`config.mk`:
```
export PLATFORM = sky130hd
export DESIGN_NAME = pipe_ctrl_flat
export DESIGN_NICKNAME = d
export VERILOG_FILES = /design/src/rtl/pipe_ctrl_pkg.sv /design/src/rtl/pipe_ctrl_if.sv /design/src/rtl/bus_watchdog.sv /design/src/rtl/pipe_ctrl.sv /design/src/flat_wrapper.sv
export SDC_FILE = /design/constraint.sdc
export NUM_CORES = 1
export LEC_CHECK = 0
export ABC_AREA = 1
export BUFFER_PORTS_ARGS = -buffer_cell sky130_fd_sc_hd__buf_2
export CORE_ASPECT_RATIO = 1.1
export CORE_MARGIN = 4
export CORE_UTILIZATION = 37
export DETAILED_ROUTE_END_ITERATION = 8
export PLACE_DENSITY = 0.78
export SYNTH_ARGS = -nofsm -noshare
export SYNTH_HDL_FRONTEND = slang
export SYNTH_SLANG_ARGS = --single-unit
```
`constraint.sdc`:
```
create_clock -name clk -period 1.15 [get_ports clk]
set_input_delay 0 -clock clk [delete_from_list [all_inputs] [get_ports clk]]
set_output_delay 0 -clock clk [all_outputs]
set_load 0.01 [all_outputs]
```
`src/rtl/pipe_ctrl_pkg.sv`:
```
// Shared constants for the pipeline sequencing controller: stall encodings,
// FSM state type and default addresses/codes.
package pipe_ctrl_pkg;

    localparam logic [5:0] StallNone = 6'b000000;
    localparam logic [5:0] StallId   = 6'b000111;
    localparam logic [5:0] StallEx   = 6'b001111;
    localparam logic [5:0] StallMem  = 6'b011111;
    localparam logic [5:0] StallAll  = 6'b111111;

    localparam logic [31:0] DefExcVector = 32'h0000_0020;
    localparam logic [31:0] DefHaltCode  = 32'h0000_00ff;
    localparam logic [31:0] DefEretCode  = 32'h0000_000e;
    localparam int          DefBusTimeout = 64;

    typedef enum logic {
        RUN  = 1'b0,
        HALT = 1'b1
    } state_t;

endpackage

```
`src/rtl/pipe_ctrl_if.sv`:
```
// Pipeline-side signal bundle of the sequencing controller: stall/exception/branch
// requests towards the controller and stall/flush/redirect controls back.
interface pipe_ctrl_if;
    logic        stallreq_id;
    logic        stallreq_ex;
    logic        stallreq_mem;
    logic [31:0] excepttype_i;
    logic [31:0] epc_i;
    logic        branch_flag_i;
    logic [31:0] branch_target_i;
    logic        resume_i;
    logic [5:0]  stall;
    logic        flush;
    logic        redirect;
    logic [31:0] new_pc;
    logic        timeout_o;

    modport master (
        output stallreq_id, stallreq_ex, stallreq_mem, excepttype_i, epc_i,
               branch_flag_i, branch_target_i, resume_i,
        input  stall, flush, redirect, new_pc, timeout_o
    );

    modport slave (
        input  stallreq_id, stallreq_ex, stallreq_mem, excepttype_i, epc_i,
               branch_flag_i, branch_target_i, resume_i,
        output stall, flush, redirect, new_pc, timeout_o
    );
endinterface

```
`src/rtl/bus_watchdog.sv`:
```
// Counts consecutive MEM bus-wait cycles; expire fires on the BUS_TIMEOUT-th one.
module bus_watchdog #(
    parameter int BUS_TIMEOUT = 64
) (
    input  logic clk,
    input  logic rst,
    input  logic en,
    input  logic clr,
    output logic expire
);
    localparam logic [7:0] LastCount = 8'(BUS_TIMEOUT - 1);

    logic [7:0] count_reg;

    assign expire = en && (count_reg == LastCount);

    // clr has priority so an expiry (which also flushes) restarts from zero
    always_ff @(posedge clk or negedge rst) begin
        if (!rst) begin
            count_reg <= 8'd0;
        end else if (clr) begin
            count_reg <= 8'd0;
        end else if (en) begin
            count_reg <= count_reg + 8'd1;
        end
    end
endmodule

```
`src/rtl/pipe_ctrl.sv`:
```
// Pipeline sequencing controller: merges stage stall requests, raises flush/redirect
// on exceptions, ERET, branches and bus timeouts, and runs the RUN/HALT machine.
module pipe_ctrl
    import pipe_ctrl_pkg::*;
#(
    parameter logic [31:0] EXC_VECTOR  = DefExcVector,
    parameter logic [31:0] HALT_CODE   = DefHaltCode,
    parameter logic [31:0] ERET_CODE   = DefEretCode,
    parameter int          BUS_TIMEOUT = DefBusTimeout
) (
    input  logic          clk,
    input  logic          rst,
    pipe_ctrl_if.slave    bus
);
    state_t      state_reg, state_next;
    logic        timeout_reg, timeout_next;
    logic [5:0]  stall_next;
    logic        flush_next;
    logic        redirect_next;
    logic [31:0] pc_next;
    logic        wd_en, wd_clr, wd_expire;

    wire in_run = (state_reg == RUN);

    // Watchdog is frozen in HALT; any flush in RUN restarts the bus-wait count
    assign wd_en  = rst && in_run && bus.stallreq_mem;
    assign wd_clr = in_run && (!bus.stallreq_mem || flush_next);

    bus_watchdog #(.BUS_TIMEOUT(BUS_TIMEOUT)) u_watchdog (
        .clk    (clk),
        .rst    (rst),
        .en     (wd_en),
        .clr    (wd_clr),
        .expire (wd_expire)
    );

    always_comb begin
        stall_next    = StallNone;
        flush_next    = 1'b0;
        redirect_next = 1'b0;
        pc_next       = 32'd0;
        state_next    = state_reg;
        timeout_next  = timeout_reg;
        if (rst) begin
            unique case (state_reg)
                RUN: begin
                    if (wd_expire) begin
                        flush_next    = 1'b1;
                        redirect_next = 1'b1;
                        pc_next       = EXC_VECTOR;
                        timeout_next  = 1'b1;
                    end else if (bus.excepttype_i != 32'd0) begin
                        flush_next    = 1'b1;
                        redirect_next = 1'b1;
                        pc_next       = (bus.excepttype_i == ERET_CODE) ? bus.epc_i : EXC_VECTOR;
                        if (bus.excepttype_i == HALT_CODE) begin
                            state_next = HALT;
                        end
                    end else if (bus.stallreq_mem) begin
                        stall_next = StallMem;
                    end else if (bus.stallreq_ex) begin
                        stall_next = StallEx;
                    end else if (bus.stallreq_id) begin
                        stall_next = StallId;
                    end else if (bus.branch_flag_i) begin
                        redirect_next = 1'b1;
                        pc_next       = bus.branch_target_i;
                    end
                end
                HALT: begin
                    stall_next = StallAll;
                    if (bus.resume_i) begin
                        state_next = RUN;
                    end
                end
                default: state_next = RUN;
            endcase
        end
    end

    always_ff @(posedge clk or negedge rst) begin
        if (!rst) begin
            state_reg   <= RUN;
            timeout_reg <= 1'b0;
        end else begin
            state_reg   <= state_next;
            timeout_reg <= timeout_next;
        end
    end

    assign bus.stall     = stall_next;
    assign bus.flush     = flush_next;
    assign bus.redirect  = redirect_next;
    assign bus.new_pc    = pc_next;
    assign bus.timeout_o = timeout_reg;
endmodule

```
`src/flat_wrapper.sv`:
```
// flat-port wrapper written by rule: the top's interface ports become plain ports
module pipe_ctrl_flat import pipe_ctrl_pkg::*;
#(
    parameter logic [31:0] EXC_VECTOR  = DefExcVector,
    parameter logic [31:0] HALT_CODE   = DefHaltCode,
    parameter logic [31:0] ERET_CODE   = DefEretCode,
    parameter int          BUS_TIMEOUT = DefBusTimeout
)
  (clk, rst, bus_stallreq_id, bus_stallreq_ex, bus_stallreq_mem, bus_excepttype_i, bus_epc_i, bus_branch_flag_i, bus_branch_target_i, bus_resume_i, bus_stall, bus_flush, bus_redirect, bus_new_pc, bus_timeout_o);
  pipe_ctrl_if bus_i ();
  input  logic clk;
  input  logic rst;
  input wire logic [$bits(bus_i.stallreq_id)-1:0] bus_stallreq_id;
  input wire logic [$bits(bus_i.stallreq_ex)-1:0] bus_stallreq_ex;
  input wire logic [$bits(bus_i.stallreq_mem)-1:0] bus_stallreq_mem;
  input wire logic [$bits(bus_i.excepttype_i)-1:0] bus_excepttype_i;
  input wire logic [$bits(bus_i.epc_i)-1:0] bus_epc_i;
  input wire logic [$bits(bus_i.branch_flag_i)-1:0] bus_branch_flag_i;
  input wire logic [$bits(bus_i.branch_target_i)-1:0] bus_branch_target_i;
  input wire logic [$bits(bus_i.resume_i)-1:0] bus_resume_i;
  output wire logic [$bits(bus_i.stall)-1:0] bus_stall;
  output wire logic [$bits(bus_i.flush)-1:0] bus_flush;
  output wire logic [$bits(bus_i.redirect)-1:0] bus_redirect;
  output wire logic [$bits(bus_i.new_pc)-1:0] bus_new_pc;
  output wire logic [$bits(bus_i.timeout_o)-1:0] bus_timeout_o;
  assign bus_i.stallreq_id = bus_stallreq_id;
  assign bus_i.stallreq_ex = bus_stallreq_ex;
  assign bus_i.stallreq_mem = bus_stallreq_mem;
  assign bus_i.excepttype_i = bus_excepttype_i;
  assign bus_i.epc_i = bus_epc_i;
  assign bus_i.branch_flag_i = bus_branch_flag_i;
  assign bus_i.branch_target_i = bus_branch_target_i;
  assign bus_i.resume_i = bus_resume_i;
  assign bus_stall = bus_i.stall;
  assign bus_flush = bus_i.flush;
  assign bus_redirect = bus_i.redirect;
  assign bus_new_pc = bus_i.new_pc;
  assign bus_timeout_o = bus_i.timeout_o;
  pipe_ctrl #(.EXC_VECTOR(EXC_VECTOR), .HALT_CODE(HALT_CODE), .ERET_CODE(ERET_CODE), .BUS_TIMEOUT(BUS_TIMEOUT)) u_core (.clk(clk), .rst(rst), .bus(bus_i));
endmodule
```
## Word-level counts from Yosys, hierarchy flattened

Cells that the tools add are included.

| cells by class | value |
|---|---|
| $add $sub $neg | 1 |
| equal/unequal tests | 3 |
| mux-type cells | 35 |
| bitwise logic cells | 1 |
| reductions and logical operators | 9 |

Operators with widths:

| operator | count |
|---|---|
| $mux 32 | 9 |
| $eq 32x4->1 const B | 1 |
| $eq 32x8->1 const B | 1 |
| $reduce_bool 32->1 | 1 |
| $mux 6 | 5 |
| $mux 1 | 16 |
| $mux 8 | 2 |
| $pmux 6 s2 | 1 |
| $add 8x1->8 const B | 1 |
| $eq 8x6->1 const B | 1 |
| $logic_and 1x1->1 | 4 |
| $mux 3 | 1 |
| $reduce_and 3->1 | 1 |
| $pmux 1 s2 | 1 |
| $reduce_bool 2->1 | 1 |
| $logic_not 1->1 | 1 |
| $logic_or 1x1->1 | 1 |
| $not 1->1 | 1 |

| storage, ports and cells | value |
|---|---|
| bits in registers | 10 |
| input port bits | 103 |

## Longest topological paths before layout

| depth | value |
|---|---|
| depth after elaboration | 10 |
| gate-level depth with buffers | 9 |

## By module

Synthesis repeated with hierarchy kept, for this count alone.

| unflattened totals | value |
|---|---|
| cells, all modules | 320 |
| area total of the unflattened synthesis | 1659.1 µm² |

By module, submodules not included:

| module | times used | cells each | area an instance (µm²) | seq. area each (µm²) |
|---|---|---|---|---|
| pipe_ctrl | 1 | 258 | 1198.6 | 50.0 |
| bus_watchdog | 1 | 62 | 460.4 | 200.2 |

## Least setup slack after synthesis

Ideal clock, no wire load.

| timing path | value |
|---|---|
| kind | reg2out |
| start point | register u_core.u_watchdog.count_reg[0] |
| end point | output bus_stall[1] |
| arrival | 1453 ps |
| data required time | 1150 ps |
| setup slack | -303 ps |
| cell stages (with the launch flop) | 6 |
| buffers on the path | 1 |
| path through | dfrtp_1 > ha_1 > nand4_1 > nand2_2 > o21ai_0 > buf_4 |

| on the way | value |
|---|---|
| cells in the longest elaborated chain, start to end | 5 |

Ends and longest elaborated chain:

| what | line | RTL |
|---|---|---|
| from (decl) | bus_watchdog.sv:13 | `logic [7:0] count_reg;` |
| from (signal assigned) | bus_watchdog.sv:24 | `count_reg <= count_reg + 8'd1;` |
| $eq 8x6->1 | bus_watchdog.sv:15 | `assign expire = en && (count_reg == LastCount);` |
| $logic_and 1x1->1 | bus_watchdog.sv:15 |  |
| $mux 6 | pipe_ctrl.sv:47 | `if (wd_expire) begin` |
| $pmux 6 s2 | pipe_ctrl.sv:45 | `unique case (state_reg)` |
| $mux 6 | pipe_ctrl.sv:44 | `if (rst) begin` |
| to (decl) | flat_wrapper.sv:21 | `output wire logic [$bits(bus_i.stall)-1:0] bus_stall;` |

Every way passes these cells.

## Final worst setup path

| timing path | value |
|---|---|
| start point | register u_core.u_watchdog.count_reg[5] |
| end point | output bus_new_pc[5] |

| on the way | value |
|---|---|
| cells in the longest elaborated chain, start to end | 5 |

Ends and longest elaborated chain:

| what | line | RTL |
|---|---|---|
| $eq 8x6->1 | bus_watchdog.sv:15 |  |
| $logic_and 1x1->1 | bus_watchdog.sv:15 |  |
| $mux 32 | pipe_ctrl.sv:47 |  |
| $mux 32 | pipe_ctrl.sv:45 |  |
| $mux 32 | pipe_ctrl.sv:44 |  |
| to (decl) | flat_wrapper.sv:24 | `output wire logic [$bits(bus_i.new_pc)-1:0] bus_new_pc;` |

Every way passes these cells.

==> results.md <==
* Reg-to-Reg End: u_core.u_watchdog.count_reg[4]$_DFFE_PN0P_
* Most frequent CP cell: nor2_1
* Post-synthesis xor/xnor area fraction at 0.0326
* CTS max path bufs at 2
* R2R Setup Slk at -380 ps
* YS warnings at 0
* Worst Skew at 1.62 ps
* # H-tree levels at 1
* Nets at 635
* Placer Congestion at 0.827
* Netlist cell types at 23
* Slowest cell on crit path: dfrtp_1
* Placed Area at 2960 um^2
* Post-Synth Simple-Gate Area at 0.494
* GR Overflow Total at 0
* Min-Delay Endpoint: u_core.state_reg$_DFFE_PN0P_
* Register bit total from synthesis at 10
* Final Cell Area at 3200 um^2
* Final Max Tran Viols at 0
* Num ports at 144
* Gr usage total at 0.207
* CP arrival at 1650 ps
* Drt pass-1 iters at 5
* Cells along the critical path: nand2_1 > nor3_1 > nand4_1 > buf_6 > o21ai_2 > nor2_1 > nor2_1 > buf_2
* Final ANT Viol Nets at 0
* Num CTS Buffers at 3
* Sequential cell area at 250 um^2
* RSZ-0062 raised after global routing: yes
* FMAX at 0.607 GHz
* Worst Path Buf+Inv at 2
* Max stage delay on crit path at 360 ps
* Crit path max-delay family: simple AND/OR/NAND/NOR gates
* Vias per cell at 4.66
* VDD IR max at 0.328 mV
* Hold Path Cell Cnt at 4
* Worst-margin pin slew at 480 ps
* Syn nets at 466
* Setup crit end kind: output port
* Layout cells sized above 1 at 0.470
* Crit start category: flip-flop
* Detailed placement HPWL at 5.29 mm
* CTS tree: yes
* Largest net degree at the start of global routing at 33
* Worst Path Class, Setup: reg2out
* Root Buffer: clkbuf_8
* Initial antenna violation count at 0
* Final setup fails at 48
* Reg2Reg Depth at 8
* Number of global-route vias before repair at 2600
* Worst-Skew Late Latency at 240 ps
* Drt drc at 0
* Wire per inst at 12.0 um
* Vias at 2733
* R2r startpoint: u_core.state_reg$_DFFE_PN0P_
* Mapped cell area at 1880 um^2
* Max-cap viol count at 0
* Post-synthesis mux area share at 0
* Iter 0 DRT Violations at 129
* Synth Area in Compound Gates at 0.104
* Clk sink count at 10
* Static leakage at 1.82 nW
* Worst-path clk slew at 50 ps
* Failing checks: negative setup slack
* Worst Hold Class: in2reg
* Starting density of the core at 0.393
* Power Dens Cells at 396 nW/um^2
* First-pass GRT wire length at 11.1 mm
* Worst Min Path Start: bus_resume_i
* Area of the core at 4780 um^2
* Multi-input logic area at 1410 um^2
* Hold Vio Cnt, Final at 0
* Crit path time final at 1650 ps
* Die Area at 6290 um^2
* WL final at 7.05 mm
* Post-Syn Instances at 362
* Final setup margin at -497 ps
* Area Growth Syn to Fin at 70.3%
* Port Buf Inserts at 143
* Adder-cell area share of the yosys netlist at 0.00665
* Final core utilization at 0.670
* FP Rows at 26
* Largest register FFs at 8
* Largest family of logic cells by synthesized area: simple AND/OR/NAND/NOR gates
* Required @ worst endpoint at 1150 ps
* # fillers at 432
* Die width at 76.0 um
* ANT cells at 0
* Avg Cell Area, Syn at 5.19 um^2
* Die Y-Extent at 82.8 um
* Seq/Total Area, Yosys at 0.133
* Outcome: finished, violations left
* Tcrit/Tclk final at 1.43
* Slew headroom at 0.679
* Worst-path fanout max at 4
## synth_stat cells
cell type / number / share of area
nor2_1: 88 / 0.18
buf_4: 5 / 0.020
nand3b_1: 2 / 0.0080
dfrtp_1: 10 / 0.13
a21oi_1: 31 / 0.083
nand2_4: 2 / 0.012
nand3_1: 34 / 0.090
nand4_1: 5 / 0.017
inv_1: 76 / 0.15
xor2_1: 6 / 0.028
buf_2: 6 / 0.016
nand2_1: 61 / 0.12
nor3_2: 1 / 0.0053
nand2_2: 4 / 0.013
ha_1: 1 / 0.0067
buf_6: 6 / 0.036
nor2_8: 1 / 0.011
o21ai_0: 8 / 0.021
nor2_2: 7 / 0.023
nor2_4: 2 / 0.012
nor3_1: 2 / 0.0053
clkbuf_1: 3 / 0.0060
xnor2_1: 1 / 0.0047
## per-layer routing
metal / up-vias / wire length, um / track usage
met5: - / 0 / 0
met4: 0 / 112 / 0.0587
met3: 14 / 442 / 0.0356
met2: 101 / 3680 / 0.402
met1: 1204 / 2810 / 0.233
li1: 1414 / - / -
## cell type report
cell class	instances	share of cell area
sequential	10	0.0782
tap	56	0.0219
inverter	76	0.0891
multi-input combinational	256	0.440
clock buffer	4	0.0172
timing repair buffer	184	0.353
## kinds of logic (layout without fill, tap and decap cells)
logic type	after synthesis	after routing
buffers and inverters	96	264
XOR/XNOR	7	7
AND/OR/NAND/NOR	209	209
flip-flops	10	10
AO/OA/AOI/OAI	39	39
adder cells (fa/ha/maj)	1	1
## metrics by stage
step	worst slack [ps]	power, mW	TNS (ps)	hold WS (ps)	std cells
after global placement	-185	0.777	-5370	-9.03	573
after detailed placement	-234	0.786	-7080	3.60	573
final	-497	1.27	-20230	52.8	586
after floorplan	-111	0.542	-4370	-296	362
after global routing	-534	1.34	-23160	139	586
after CTS	-420	1.26	-17110	47.7	584
## worst max-delay path by stage
stage	startpoint	endpoint	cells after the start
floorplan	u_core.state_reg$_DFFE_PN0P_	u_core.u_watchdog.count_reg[3]$_DFFE_PN0P_	8
global placement	u_core.u_watchdog.count_reg[7]$_DFFE_PN0P_	u_core.u_watchdog.count_reg[0]$_DFFE_PN0P_	7
detailed placement	u_core.state_reg$_DFFE_PN0P_	u_core.u_watchdog.count_reg[0]$_DFFE_PN0P_	9
CTS	u_core.state_reg$_DFFE_PN0P_	bus_new_pc[5]	9
global route	u_core.state_reg$_DFFE_PN0P_	bus_new_pc[5]	9
finish	u_core.u_watchdog.count_reg[5]$_DFFE_PN0P_	bus_new_pc[5]	8
## worst reg2reg max path, cell delays in order (launching register included)
cell and delay, ps:
dfrtp_1 390, inv_2 90, buf_4 110, buf_4 90, o21ai_0 120, nor2_1 240, nand2_1 120, xor2_1 200
nor2_2 60
## power by group
part	internal (mW)	switching, mW	total (mW)
Clock	0.302	0.145	0.447
Combinational	0.236	0.227	0.462
Sequential	0.355	0.00224	0.357
## layout by cell type (no fill, tap or decap), drive strengths merged, types with 2 or more instances in the layout
cell type | Yosys | layout
buf | 17 | 183
nor2 | 98 | 98
inv | 76 | 76
nand2 | 67 | 67
nand3 | 34 | 34
a21oi | 31 | 31
dfrtp | 10 | 10
o21ai | 8 | 8
xor2 | 6 | 6
nand4 | 5 | 5
clkbuf | 3 | 4
nor3 | 3 | 3
nand3b | 2 | 2
## what timing repair did
item	4_1_cts	5_1_grt
endpoints found under the setup margin	48	49
buffers inserted	6	3
endpoints found under the hold margin	10	0
pin swaps	11	5
gates resized for setup	22	7
hold buffers	1	0
Note: power is estimated with default switching activity, not from simulation.
